File: config.mk
export PLATFORM = sky130hd
export DESIGN_NAME = multi_edge_detector_flat
export DESIGN_NICKNAME = d
export VERILOG_FILES = /design/src/rtl/multi_edge_detector_pkg.sv /design/src/rtl/multi_edge_detector_if.sv /design/src/rtl/multi_edge_detector_edge_channel.sv /design/src/rtl/multi_edge_detector.sv /design/src/flat_wrapper.sv
export SDC_FILE = /design/constraint.sdc
export NUM_CORES = 1
export LEC_CHECK = 0
export BUFFER_PORTS_ARGS = -buffer_cell sky130_fd_sc_hd__buf_2
export CAP_MARGIN = 20
export CORE_MARGIN = 5
export CORE_UTILIZATION = 60
export DETAILED_ROUTE_END_ITERATION = 6
export HOLD_SLACK_MARGIN = 0.1
export PLACE_DENSITY = 0.86
export RECOVER_POWER = 50
export SYNTH_ARGS = -nofsm -noshare
export SYNTH_HDL_FRONTEND = slang
export SYNTH_SLANG_ARGS = --single-unit
export TNS_END_PERCENT = 1
File: constraint.sdc
create_clock -name sys_clk -period 4.25 [get_ports sys_clk]
set_clock_uncertainty 0.05 [all_clocks]
set_input_delay 0.425 -clock sys_clk [delete_from_list [all_inputs] [get_ports sys_clk]]
set_output_delay 0.425 -clock sys_clk [all_outputs]
set_load 0.03 [all_outputs]
File: src/rtl/multi_edge_detector_pkg.sv
// Shared definitions for the multi-channel edge detector: edge-mode
// encodings, control FSM states and the direction qualification helper.
`timescale 1ns/1ps
package multi_edge_detector_pkg;

    typedef enum logic [1:0] {
        MODE_NONE = 2'b00,
        MODE_RISE = 2'b01,
        MODE_FALL = 2'b10,
        MODE_BOTH = 2'b11
    } edge_mode_e;

    typedef enum logic {
        ST_PRIME = 1'b0,
        ST_RUN   = 1'b1
    } ctrl_state_e;

    function automatic logic edge_enabled(input edge_mode_e m, input logic rising);
        case (m)
            MODE_RISE: return rising;
            MODE_FALL: return !rising;
            MODE_BOTH: return 1'b1;
            default:   return 1'b0;
        endcase
    endfunction

endpackage

File: src/rtl/multi_edge_detector_if.sv
// Bundle of the per-channel input lines, controls and detector outputs.
`timescale 1ns/1ps
interface multi_edge_detector_if #(
    parameter int NUM_CH    = 4,
    parameter int CNT_WIDTH = 8
);
    logic [NUM_CH-1:0]           sig;
    logic [2*NUM_CH-1:0]         mode;
    logic [NUM_CH-1:0]           clr;
    logic [NUM_CH-1:0]           level;
    logic [NUM_CH-1:0]           edge_pulse;
    logic [NUM_CH-1:0]           edge_flag;
    logic [NUM_CH*CNT_WIDTH-1:0] edge_cnt;
    logic                        ready;

    modport master (
        output sig, mode, clr,
        input  level, edge_pulse, edge_flag, edge_cnt, ready
    );

    modport slave (
        input  sig, mode, clr,
        output level, edge_pulse, edge_flag, edge_cnt, ready
    );
endinterface

File: src/rtl/multi_edge_detector_edge_channel.sv
// One detector channel: synchroniser, glitch filter, edge qualification,
// sticky flag and saturating edge counter.
`timescale 1ns/1ps
module edge_channel
    import multi_edge_detector_pkg::*;
#(
    parameter int SYNC_STAGES = 2,
    parameter int FILTER_LEN  = 3,
    parameter int CNT_WIDTH   = 8
) (
    input  logic                 clk,
    input  logic                 rst_n,
    input  logic                 sig,
    input  logic [1:0]           mode,
    input  logic                 clr,
    input  logic                 load,
    input  logic                 run,
    output logic                 level,
    output logic                 edge_pulse,
    output logic                 edge_flag,
    output logic [CNT_WIDTH-1:0] edge_cnt
);
    localparam int FW = (FILTER_LEN > 1) ? $clog2(FILTER_LEN) : 1;
    localparam logic [FW-1:0] FILT_LAST = FW'(FILTER_LEN - 1);

    logic [SYNC_STAGES-1:0] sync_q;
    logic [FW-1:0]          filt_cnt;
    logic                   s;
    logic                   toggle;
    logic                   fire;

    assign s = sync_q[SYNC_STAGES-1];

    // Level flips on the edge where the mismatch run would reach FILTER_LEN.
    always_comb begin
        toggle = run && (s != level) && (filt_cnt == FILT_LAST);
        fire   = toggle && edge_enabled(edge_mode_e'(mode), !level);
    end

    always_ff @(posedge clk or negedge rst_n) begin
        if (!rst_n) begin
            sync_q     <= '0;
            filt_cnt   <= '0;
            level      <= 1'b0;
            edge_pulse <= 1'b0;
            edge_flag  <= 1'b0;
            edge_cnt   <= '0;
        end else begin
            sync_q     <= {sync_q[SYNC_STAGES-2:0], sig};
            edge_pulse <= fire;
            if (load) begin
                level    <= s;
                filt_cnt <= '0;
            end else if (run) begin
                if (s == level || toggle)
                    filt_cnt <= '0;
                else
                    filt_cnt <= filt_cnt + 1'b1;
                if (toggle)
                    level <= ~level;
                // Flag and count move together with the pulse; an edge wins over clr.
                if (clr) begin
                    edge_flag <= fire;
                    edge_cnt  <= CNT_WIDTH'(fire);
                end else if (fire) begin
                    edge_flag <= 1'b1;
                    if (edge_cnt != '1)
                        edge_cnt <= edge_cnt + 1'b1;
                end
            end
        end
    end
endmodule

File: src/rtl/multi_edge_detector.sv
// Multi-channel edge detector: shared PRIME/RUN control plus NUM_CH
// independent edge_channel instances.
`timescale 1ns/1ps
module multi_edge_detector
    import multi_edge_detector_pkg::*;
#(
    parameter int NUM_CH      = 4,
    parameter int SYNC_STAGES = 2,
    parameter int FILTER_LEN  = 3,
    parameter int CNT_WIDTH   = 8
) (
    input logic             sys_clk,
    input logic             rst,
    multi_edge_detector_if.slave bus
);
    localparam int PW = $clog2(SYNC_STAGES + 1);
    localparam logic [PW-1:0] PRIME_LAST = PW'(SYNC_STAGES);

    ctrl_state_e   state;
    logic [PW-1:0] prime_cnt;
    logic          ready_q;
    logic          load;
    logic          run;

    // Last PRIME cycle: synchroniser is full, so level can be loaded silently.
    assign load      = (state == ST_PRIME) && (prime_cnt == PRIME_LAST);
    assign run       = (state == ST_RUN);
    assign bus.ready = ready_q;

    always_ff @(posedge sys_clk or negedge rst) begin
        if (!rst) begin
            state     <= ST_PRIME;
            prime_cnt <= '0;
            ready_q   <= 1'b0;
        end else begin
            case (state)
                ST_PRIME: begin
                    if (load) begin
                        state   <= ST_RUN;
                        ready_q <= 1'b1;
                    end else begin
                        prime_cnt <= prime_cnt + 1'b1;
                    end
                end
                ST_RUN: begin
                    ready_q <= 1'b1;
                end
                default: begin
                    state   <= ST_PRIME;
                    ready_q <= 1'b0;
                end
            endcase
        end
    end

    for (genvar i = 0; i < NUM_CH; i++) begin : g_ch
        edge_channel #(
            .SYNC_STAGES(SYNC_STAGES),
            .FILTER_LEN (FILTER_LEN),
            .CNT_WIDTH  (CNT_WIDTH)
        ) u_ch (
            .clk       (sys_clk),
            .rst_n     (rst),
            .sig       (bus.sig[i]),
            .mode      (bus.mode[2*i +: 2]),
            .clr       (bus.clr[i]),
            .load      (load),
            .run       (run),
            .level     (bus.level[i]),
            .edge_pulse(bus.edge_pulse[i]),
            .edge_flag (bus.edge_flag[i]),
            .edge_cnt  (bus.edge_cnt[i*CNT_WIDTH +: CNT_WIDTH])
        );
    end
endmodule

File: src/flat_wrapper.sv
// flat-port wrapper written by rule: the top's interface ports become plain ports
module multi_edge_detector_flat import multi_edge_detector_pkg::*;
#(
    parameter int NUM_CH      = 4,
    parameter int SYNC_STAGES = 2,
    parameter int FILTER_LEN  = 3,
    parameter int CNT_WIDTH   = 8
)
  (sys_clk, rst, bus_sig, bus_mode, bus_clr, bus_level, bus_edge_pulse, bus_edge_flag, bus_edge_cnt, bus_ready);
  multi_edge_detector_if #(.NUM_CH(NUM_CH), .CNT_WIDTH(CNT_WIDTH)) bus_i ();
  input logic sys_clk;
  input logic rst;
  input wire logic [$bits(bus_i.sig)-1:0] bus_sig;
  input wire logic [$bits(bus_i.mode)-1:0] bus_mode;
  input wire logic [$bits(bus_i.clr)-1:0] bus_clr;
  output wire logic [$bits(bus_i.level)-1:0] bus_level;
  output wire logic [$bits(bus_i.edge_pulse)-1:0] bus_edge_pulse;
  output wire logic [$bits(bus_i.edge_flag)-1:0] bus_edge_flag;
  output wire logic [$bits(bus_i.edge_cnt)-1:0] bus_edge_cnt;
  output wire logic [$bits(bus_i.ready)-1:0] bus_ready;
  assign bus_i.sig = bus_sig;
  assign bus_i.mode = bus_mode;
  assign bus_i.clr = bus_clr;
  assign bus_level = bus_i.level;
  assign bus_edge_pulse = bus_i.edge_pulse;
  assign bus_edge_flag = bus_i.edge_flag;
  assign bus_edge_cnt = bus_i.edge_cnt;
  assign bus_ready = bus_i.ready;
  multi_edge_detector #(.NUM_CH(NUM_CH), .SYNC_STAGES(SYNC_STAGES), .FILTER_LEN(FILTER_LEN), .CNT_WIDTH(CNT_WIDTH)) u_core (.sys_clk(sys_clk), .rst(rst), .bus(bus_i));
endmodule
==> impl_metrics.csv <==
group,metric,value,unit
sta,tns,0,ps
pwr,max-vdd-ir-drop,0.000249,V
grt,grt_pass1_wl,13.2,mm
clock_network,clk_pin_slew,70,ps
synth,synth_seq_area_share,0.478,
synth,ys_top_cells_by_count,"dfrtp_1 (64), nand2_1 (43), inv_1 (22)",
synth,synth_cell_types,58,
pwr,seq_power_share,0.448,
hold_path,hp-class,"in -> reg",
clock_network,cts_buffers,9,
final_layout,drive_gt1_frac,0.127,
grt,grt_max_degree,37,
pwr,pwr-share-clk,0.345,
floorplanning,die_w,84.8,um
pwr,internal-power,1.16,mW
pwr,power_leakage,1.65,nW
place,hpwl,5.17,mm
floorplanning,start_util,0.613,
place,place_ws,1980,ps
pwr,combPwrFrac,0.207,
detailed_routing,drtIter0Drc,154,
synth,synth_edf_count,0,
floorplanning,ios,63,
synth,ys_ff_latch,64,
synth,syn-num-nets,370,
floorplanning,die_area,7180,um2
pwr,total_power,1.68,mW
critical_path,start_kind,"register",
detailed_routing,ant_nets,0,
sta,fin_ws,1940,ps
critical_path,critical_path_class,"reg -> reg",
final_layout,design_area,3800,um2
pwr,switching_share,0.314,
grt,grt_usage,0.225,
critical_path,slowest_delay,920,ps
floorplanning,coreArea,5470,um2
synth,synth_warnings,0,
synth,synth_cells,343,
synth,synth.largest_area_cell,"dfrtp_1",
detailed_routing,first_pass_iters,4,
floorplanning,rows,27,
final_layout,n_antenna_cell,0,
clock_network,cts_tree,"built",
critical_path,crit_chain,"nand2_1, a21o_1, or4_1, o311ai_1",
sta,worst_slew_pin_slew,1580,ps
critical_path,cp_num_buf_inv,0,
run_status,outcome,"complete, but fails checks",
critical_path,crit_family,"flip-flops",
clock_network,root_buffer,"clkbuf_8",
synth,synth.area.top_cells,"dfrtp_1 (48%), nand2_1 (4.8%), ha_1 (3.4%)",
critical_path,required,4440,ps
synth,synth_ff_type,"dfrtp_1",
grt,grt_pass1_vias,2848,
detailed_routing,vias_per_cell,6.16,
critical_path,crit_arrival,2490,ps
sta,maxSlewViolCount,30,
place,dpl-instance-area,3630,um2
floorplanning,die_h,84.8,um
final_layout,fin_util,0.695,
clock_network,cts_resized,0,
synth,synthesis.area,3350,um2
place,place_congestion,0.835,
pwr,switchingPower,0.529,mW
sta,setup_violations,0,
critical_path,slowest_stage,"dfrtp_1",
pwr,power_density,443,nW/um2
sta,fmax,434,MHz
detailed_routing,remaining_drc_errors,0,
flow_run,drv_cap,1,
sta,fin_crit,2310,ps
synth,postSynthAreaPerCell,9.78,um2
critical_path,end_kind,"register",
synth,yosysMostFrequentCell,"dfrtp_1",
detailed_routing,finalWirelength,7.60,mm
final_layout,synthToLayoutAreaGrowth,13.5,%
clock_network,htree_levels,3,
detailed_routing,vias,2924,
grt,antenna_found_initial,0,
place,portBuffers,62,
critical_path,path_max_fanout,26,
sta,fin_crit_sh,0.543,
clock_network,cts_num_sinks,64,
detailed_routing,wl_per_cell,16.0,um
clock_network,insertion_delay,340,ps
sta,max-slew-margin-rel,-0.0545,
final_layout,finalNetCount,425,
synth,synth_top_area_share,0.478,
sta,grt_setup_unrepaired,"false",
sta,hold_viol_final,0,
run_status,violations,"capacitance limit, slew limit",
grt,grt.overflow.total,0,
clock_network,clockBufferDepth,2,
synth,synthArstFlopShare,1.00,
[layer usage]
| metal | global-route usage | vias to the layer above | routed length, um |
|---|---|---|---|
| met5 | 0 | - | 0 |
| met4 | 0.0705 | 0 | 77 |
| met3 | 0.0628 | 10 | 466 |
| met2 | 0.363 | 108 | 3750 |
| met1 | 0.296 | 1428 | 3310 |
| li1 | - | 1378 | - |
[flip-flops by register name (all words and copies together) (netlist names)]
name	cells
u_core.g_ch.u_ch.edge_cnt	32
u_core.g_ch.u_ch.edge_pulse	4
u_core.bus.ready	1
u_core.g_ch.u_ch.filt_cnt	8
u_core.run	1
u_core.prime_cnt	2
u_core.g_ch.u_ch.level	4
u_core.g_ch.u_ch.edge_flag	4
u_core.g_ch.u_ch.sync_q	8
[cell families after synthesis]
| group | Yosys count | share of synthesized area |
|---|---|---|
| multiplexers | 6 | 0.0198 |
| XOR/XNOR | 5 | 0.0131 |
| AND/OR/NAND/NOR | 127 | 0.200 |
| AO/OA/AOI/OAI | 89 | 0.193 |
| buffers and inverters | 43 | 0.0634 |
| adder cells (fa/ha/maj) | 9 | 0.0336 |
| flip-flops | 64 | 0.478 |
[per-stage QoR]
step	hold slack, ps	instances
2_1_floorplan	79.4	343
4_1_cts	128	475
6_report	139	475
3_3_place_gp	283	458
3_5_place_dp	289	458
5_1_grt	123	475
[cell type report]
cell class / count / area [um2]
multi-input combinational: 236 / 1540
clock inverter: 6 / 82.6
fill: 444 / 1670
inverter: 23 / 86.3
sequential: 64 / 1600
clock buffer: 10 / 138
timing repair buffer: 64 / 270
tap: 72 / 90.1
[what timing repair did]
item,in CTS,in global routing
setup buffers,0,0
hold buffers,1,0
hold endpoints to repair,28,0
[power by group through the flow]
stage	clock (mW)	sequential, mW	combinational (mW)
finish	0.582	0.755	0.349
global route	0.625	0.765	0.387
CTS	0.591	0.753	0.364
detailed placement	0	0.763	0.362
global placement	0	0.757	0.346
floorplan	0	0.768	0.282
[placed cells by master (no fill, tap or decap), types with 9 or more instances in the layout]
cell type   n
dfrtp_1    64
nand4_1    11
o21ai_0    17
nand3_1    14
clkbuf_8   10
nand2_1    43
inv_1      22
nor2_1     12
clkbuf_1   46
ha_1        9
a21oi_1    16
buf_2      16
[final timing paths]
kind | endpoint | startpoint | cells past startpoint | slack, ps
max | u_core.g_ch[0].u_ch.edge_cnt[5] | u_core.run | 4 | 1940
min | u_core.g_ch[0].u_ch.sync_q[0] | bus_sig[0] | 1 | 140
max reg2reg | u_core.g_ch[0].u_ch.edge_cnt[5] | u_core.run | 4 | 1940
min reg2reg | u_core.g_ch[1].u_ch.sync_q[1] | u_core.g_ch[1].u_ch.sync_q[0] | 0 | 310
max in group asynchronous | u_core.g_ch[1].u_ch.edge_cnt[0] | rst | 3 | 1980
min in group asynchronous | u_core.g_ch[3].u_ch.edge_cnt[7] | rst | 2 | 960
No activity file was read; power rests on OpenSTA's default activity.
